[src/rtl/fetch_decode_buffer.sv]
// Decode-side pipeline register for the fetch bus. It joins an instruction word
// and its 16-bit immediate into one registered, valid-qualified decode packet.
module fetch_decode_buffer #(
   parameter int IMM_BIT = 15,
   parameter int CNT_W   = 16
) (
   input  logic             Clk,
   input  logic             Rst,
   input  logic [63:0]      In,
   input  logic             Stall,
   input  logic             Flush,
   output logic             Valid,
   output logic [15:0]      Inst,
   output logic [15:0]      Imm,
   output logic [31:0]      PcNext,
   output logic [15:0]      Side,
   output logic             ImmPending,
   output logic [CNT_W-1:0] IssueCnt
);

   typedef enum logic {NORMAL = 1'b0, IMM = 1'b1} state_t;

   typedef struct packed {
      logic        valid;
      logic [15:0] inst;
      logic [15:0] imm;
      logic [31:0] pc_next;
      logic [15:0] side;
   } pkt_t;

   state_t           state_q, state_d;
   pkt_t             pkt_q, pkt_d;
   logic [15:0]      hold_word_q, hold_word_d;
   logic [15:0]      hold_side_q, hold_side_d;
   logic             pend_q;
   logic [CNT_W-1:0] cnt_q;
   logic             capture, issue;

   assign capture = !Flush && !Stall;
   // A packet leaves this stage when an immediate completes a pair, or a single-word op arrives.
   assign issue   = capture && (state_q == IMM || !In[IMM_BIT]);

   // State register
   always_ff @(posedge Clk) begin
      if (Rst) state_q <= NORMAL;
      else     state_q <= state_d;
   end

   // Next-state logic
   always_comb begin
      state_d = state_q;
      if (Flush)
         state_d = NORMAL;
      else if (!Stall) begin
         case (state_q)
            NORMAL:  state_d = In[IMM_BIT] ? IMM : NORMAL;
            IMM:     state_d = NORMAL;
            default: state_d = NORMAL;
         endcase
      end
   end

   // Output / datapath logic
   always_comb begin
      pkt_d       = pkt_q;
      hold_word_d = hold_word_q;
      hold_side_d = hold_side_q;
      if (Flush) begin
         pkt_d       = '0;
         hold_word_d = '0;
         hold_side_d = '0;
      end else if (!Stall) begin
         case (state_q)
            NORMAL: begin
               if (In[IMM_BIT]) begin
                  pkt_d       = '0;
                  hold_word_d = In[15:0];
                  hold_side_d = In[63:48];
               end else begin
                  pkt_d.valid   = 1'b1;
                  pkt_d.inst    = In[15:0];
                  pkt_d.imm     = 16'h0;
                  pkt_d.pc_next = In[47:16];
                  pkt_d.side    = In[63:48];
               end
            end
            IMM: begin
               // Incoming word is the immediate regardless of its own IMM_BIT.
               pkt_d.valid   = 1'b1;
               pkt_d.inst    = hold_word_q;
               pkt_d.imm     = In[15:0];
               pkt_d.pc_next = In[47:16];
               pkt_d.side    = hold_side_q;
               hold_word_d   = '0;
               hold_side_d   = '0;
            end
            default: pkt_d = '0;
         endcase
      end
   end

   always_ff @(posedge Clk) begin
      if (Rst) begin
         pkt_q       <= '0;
         hold_word_q <= '0;
         hold_side_q <= '0;
         pend_q      <= 1'b0;
         cnt_q       <= '0;
      end else begin
         pkt_q       <= pkt_d;
         hold_word_q <= hold_word_d;
         hold_side_q <= hold_side_d;
         pend_q      <= (state_d == IMM);
         if (issue) cnt_q <= cnt_q + CNT_W'(1);
      end
   end

   assign Valid      = pkt_q.valid;
   assign Inst       = pkt_q.inst;
   assign Imm        = pkt_q.imm;
   assign PcNext     = pkt_q.pc_next;
   assign Side       = pkt_q.side;
   assign ImmPending = pend_q;
   assign IssueCnt   = cnt_q;

endmodule

[config.mk]
export PLATFORM = sky130hd
export DESIGN_NAME = fetch_decode_buffer
export DESIGN_NICKNAME = d
export VERILOG_FILES = /design/src/rtl/fetch_decode_buffer.sv
export SDC_FILE = /design/constraint.sdc
export NUM_CORES = 1
export LEC_CHECK = 0
export ABC_AREA = 1
export CAP_MARGIN = 20
export CORE_MARGIN = 4
export CORE_UTILIZATION = 50
export DETAILED_ROUTE_END_ITERATION = 16
export DONT_BUFFER_PORTS = 1
export SETUP_SLACK_MARGIN = 0.5
export SLEW_MARGIN = 20
export SYNTH_ARGS = -nofsm -noshare
export SYNTH_HDL_FRONTEND = slang
export SYNTH_SLANG_ARGS = --single-unit
[constraint.sdc]
create_clock -name Clk -period 1.7 [get_ports Clk]
set_input_delay 0.34 -clock Clk [delete_from_list [all_inputs] [get_ports Clk]]
set_output_delay 0.34 -clock Clk [all_outputs]
set_load 0.03 [all_outputs]
== Word level (Yosys, flattened, before mapping) ==
Cells that the tools add are included.
Storage, ports and cells
  flip-flop bits (word level): 130
  bits in latches: 0
  RAM bits: 0
  ROM bits: 0
  input bits: 68
  output and inout port bits: 98
  logic and storage cells: 29
  memories: 0
Operators by class
  $add $sub $neg: 1
  multipliers: 0
  divide/modulo/power cells: 0
  order comparisons: 0
  eq/ne operators: 1
  shift-type cells: 0
  mux-type cells: 8
  bitwise operators: 2
  reductions and logical operators: 8
Operator list (number)
  $pmux W81 S2: 1
  $mux W81: 1
  $pmux W16 S2: 2
  $mux W16: 2
  $add A16 B1 Y16 const B: 1
  $logic_not A1 Y1: 3
  $logic_and A1 B1 Y1: 2
  $ne A2 B2 Y1 const B: 1
  $not A1 Y1: 2
  $pmux W1 S2: 1
  $reduce_and A2 Y1: 1
  $reduce_or A2 Y1: 1
  $logic_or A1 B1 Y1: 1
  $mux W1: 1

== Logic depth before layout (Yosys ltp) ==
  depth in word-level cells: 3
  mapped depth: 9
  gate-level depth less buffers: 9

== Worst setup path before layout ==
Ideal clock, no wire load.
  path type: reg-to-reg
  start: register cnt_q[1] (netlist: IssueCnt[1])
  end: register cnt_q[12] (netlist: IssueCnt[12])
  library setup time: 0.116 ns
  arrival time: 1.461 ns
  data required time: 1.584 ns
  slack: 0.123 ns
  stages on the path, launching flop included: 9
  path buffers: 0
  period minus slack after synthesis: 1.577 ns
  path through: dfxtp_1 -> ha_1 -> nand2_1 -> nor2_1 -> nand2_1 -> nor2_2 -> nand3_1 -> nand2_1 -> nor2_1
Between the ends
  word-level cells in the longest chain between the ends: 1
RTL lines
  start: declaration: line 36  | logic [CNT_W-1:0] cnt_q;
  start signal: assignment: line 114  | if (issue) cnt_q <= cnt_q + CNT_W'(1);
  $add A16 B1 Y16: line 114
Every way passes these cells.
A chain may end at the register's enable or synchronous reset.

== Worst setup path in the final report ==
  start: register cnt_q[1] (netlist: IssueCnt[1])
  end: register cnt_q[8] (netlist: IssueCnt[8])
Same word-level chain as after synthesis.

==> run metrics <==
run status finished, violations left; failing checks negative hold slack; Synth warnings 0; Clk Latency, worst-skew pair 0.52 ns; die area 11510 µm²; Synth area leaders dfxtp_1 53%, nand2_1 20%, a21oi_1 9.0%, nand3_1 4.2%, a31oi_1 3.9%; CTS tree yes; register bit total from synthesis 130; worst IR drop on VDD 672.0 µV; slowest CP cell dfxtp_4; final hold slack -0.07018 ns; Hold Path Origin Stall; worst-case clock buffer depth 2; CTS H-tree depth 4; Residual DRC 0; Mapped Area 4928 µm²; critical path startpoint category flip-flop; Reg2Reg Launch Point IssueCnt[1]$_SDFFE_PP0P_; CTS clock-pin slew for the worst setup and hold paths 0.06 ns; routability congestion estimate 0.7708; Crit Path Class flip-flop to flip-flop; Rows 35; drt pass-1 iters 5; die height 107.3 µm; # setup viols final 0; Highest Clock Rate 0.7224 GHz; Rel. slew slack 70.19%; post-DR vias/cell 5.546; Critical R2R Capture IssueCnt[8]$_SDFFE_PP0P_; max-slew violations 0; DP HPWL 8.340 mm; Mapped Nets 736; layout net count 824; first-pass GRT wire length 22.66 mm; Tmin final 1.384 ns; MaxCap Viol Count 0; placed insts 774; Diodes inserted 0; initial detailed-routing violation count 318; IO Count 166; via count 4969; R2R setup slack 0.32 ns; most frequent cells in the layout 187 x nand2_1, 90 x dfxtp_4, 60 x dlygate4sd3_1, 52 x nand2_4, 49 x a21oi_1; Synth Instances 667; number of global-route vias before repair 4478; Post-DRT Antenna Nets 0; dpl ws 0.2350 ns; Yosys cell types 19; total negative slack 0 ns; final hold violation count 40; Area growth, synth to finish 60.24%; post-synthesis sequential area ratio 52.81%; Finished Layout Cells 896; WL final 16.26 mm; Layout Skew 0.009206 ns; area leader, netlist dfxtp_1; Period Utilization, post-route 81.43%; worst path cell trace ha_4, nand2_4, nor2_4, nand2_2, nor2_4, nand3_1, nand2_1, nor2_1; RSZ-0062 raised after global routing yes; layout cells sized above 1 42.37%; average cell area after synthesis 7.389 µm²; grt ovf 0; Leakage Power 3.066 nW; core area 9415 µm²; TritonCTS Buffers 17; top cell type's share of synthesized area 52.81%; All-Layer GR Usage 24.82%; Initial Util 52.35%; commonest non-fill, non-tap cell in the layout nand2_1; per-cell routed wire length 18.14 µm; R2R depth 8; Port Buf Inserts 0; Cell Pwr Density 913.1 nW/µm²; CP arrival 1.79 ns; Die X 107.3 µm; WHS Path Cells 1; measured slew at the worst slew-check pin 0.4471 ns; antenna violations before repair 0; largest net degree at the start of global routing 87; worst endpoint required time 2.11 ns; Most common cell on crit path nor2_4; worst-path fanout max 8; CTS sink count 130; Hold EP ImmPending$_SDFFE_PP0N_; element type at the critical path end flip-flop; CTS Root Cell clkbuf_8; max incr delay on CP 0.44 ns; Setup WS post-layout 0.3157 ns; min-delay worst type input pin to flip-flop
-- critical path, delay by kind of cell (launching register included) --
| kind | cells | cell delay [ns] |
|---|---|---|
| fa+ha+maj | 1 | 0.18 |
| flops | 1 | 0.44 |
| simple gates | 7 | 0.66 |
-- registers in the layout, indices dropped and copies added, names as in the netlist --
register,flops
PcNext,32
Imm,16
Inst,16
IssueCnt,16
Side,16
hold_side_q,16
hold_word_q,16
ImmPending,1
Valid,1
-- Yosys cell counts --
master and n:
nor3_1 4, o21ai_0 3, nand4_1 2, inv_2 4, nor2_1 34, buf_2 28
nand2_2 1, inv_1 17, a31oi_1 31, buf_1 6, nand2_1 264, nor2_2 2
o21ai_1 1, a21oi_1 89, nand3_1 41, ha_1 1, a211oi_1 1, clkbuf_1 8
dfxtp_1 130
-- cells by family after synthesis --
family,Yosys count,share of synthesized area [%]
compound gates,125,13.53
flops,130,52.81
buf+inv,63,5.509
fa+ha+maj,1,0.2538
simple gates,348,27.90
-- timing repair --
item | 4_1_cts | 5_1_grt
endpoints found under the setup margin | 205 | 202
hold buffers | 53 | 7
gates cloned | 4 | 6
gates resized for setup | 223 | 191
pin swaps | 9 | 80
setup buffers | 11 | 10
hold endpoints to repair | 113 | 58
-- metrics by stage --
| stage | utilization [%] | hold slack [ns] | total power, mW | area (µm²) |
|---|---|---|---|---|
| 6_report | 83.88 | -0.07018 | 7.211 | 7898 |
| 5_1_grt | 83.88 | -0.09587 | 7.453 | 7898 |
| 4_1_cts | 73.30 | -0.08800 | 7.063 | 6902 |
| 3_5_place_dp | 54.62 | 0.4194 | 3.572 | 5142 |
| 3_3_place_gp | 54.62 | 0.4135 | 3.563 | 5142 |
| 2_1_floorplan | - | 0.4118 | 3.516 | 4977 |
-- how the worst max path moves through the flow --
stage,startpoint,slack (ns),end,cells past startpoint
4_1_cts,IssueCnt[8]$_SDFFE_PP0P_,0.34,IssueCnt[8],1
2_1_floorplan,IssueCnt[1]$_SDFFE_PP0P_,0.43,IssueCnt[12]$_SDFFE_PP0P_,8
3_3_place_gp,ImmPending$_SDFFE_PP0N_,0.30,PcNext[12]$_SDFFE_PP0N_,6
5_1_grt,IssueCnt[1]$_SDFFE_PP0P_,0.22,IssueCnt[8]$_SDFFE_PP0P_,8
3_5_place_dp,ImmPending$_SDFFE_PP0N_,0.24,PcNext[0]$_SDFFE_PP0N_,6
6_report,IssueCnt[1]$_SDFFE_PP0P_,0.32,IssueCnt[8]$_SDFFE_PP0P_,8
-- final cells by class --
class / instances / area [µm²]
flip-flops and latches: 130 / 2950
repair inverters: 2 / 13.76
repair buffers: 109 / 1245
fillers: 547 / 1518
clock inverters: 13 / 135.1
well taps: 129 / 161.4
clock buffers: 18 / 427.9
multi-input cells: 474 / 2863
inverters: 21 / 101.3
-- report_power, final --
group	total [mW]	leakage, nW	switching [mW]	internal (mW)
clock	3.46	0.277	1.35	2.11
combinational	0.630	1.66	0.357	0.273
sequential	3.12	1.13	0.127	2.99
-- per-layer routing --
layer	global-route usage [%]	up-vias	wire length, µm
met4	7.123	0	274
met3	9.478	31	1486
met5	0	-	0
li1	-	2374	-
met2	41.55	199	8173
met1	29.64	2365	6322
No activity file was read; power rests on OpenSTA's default activity.
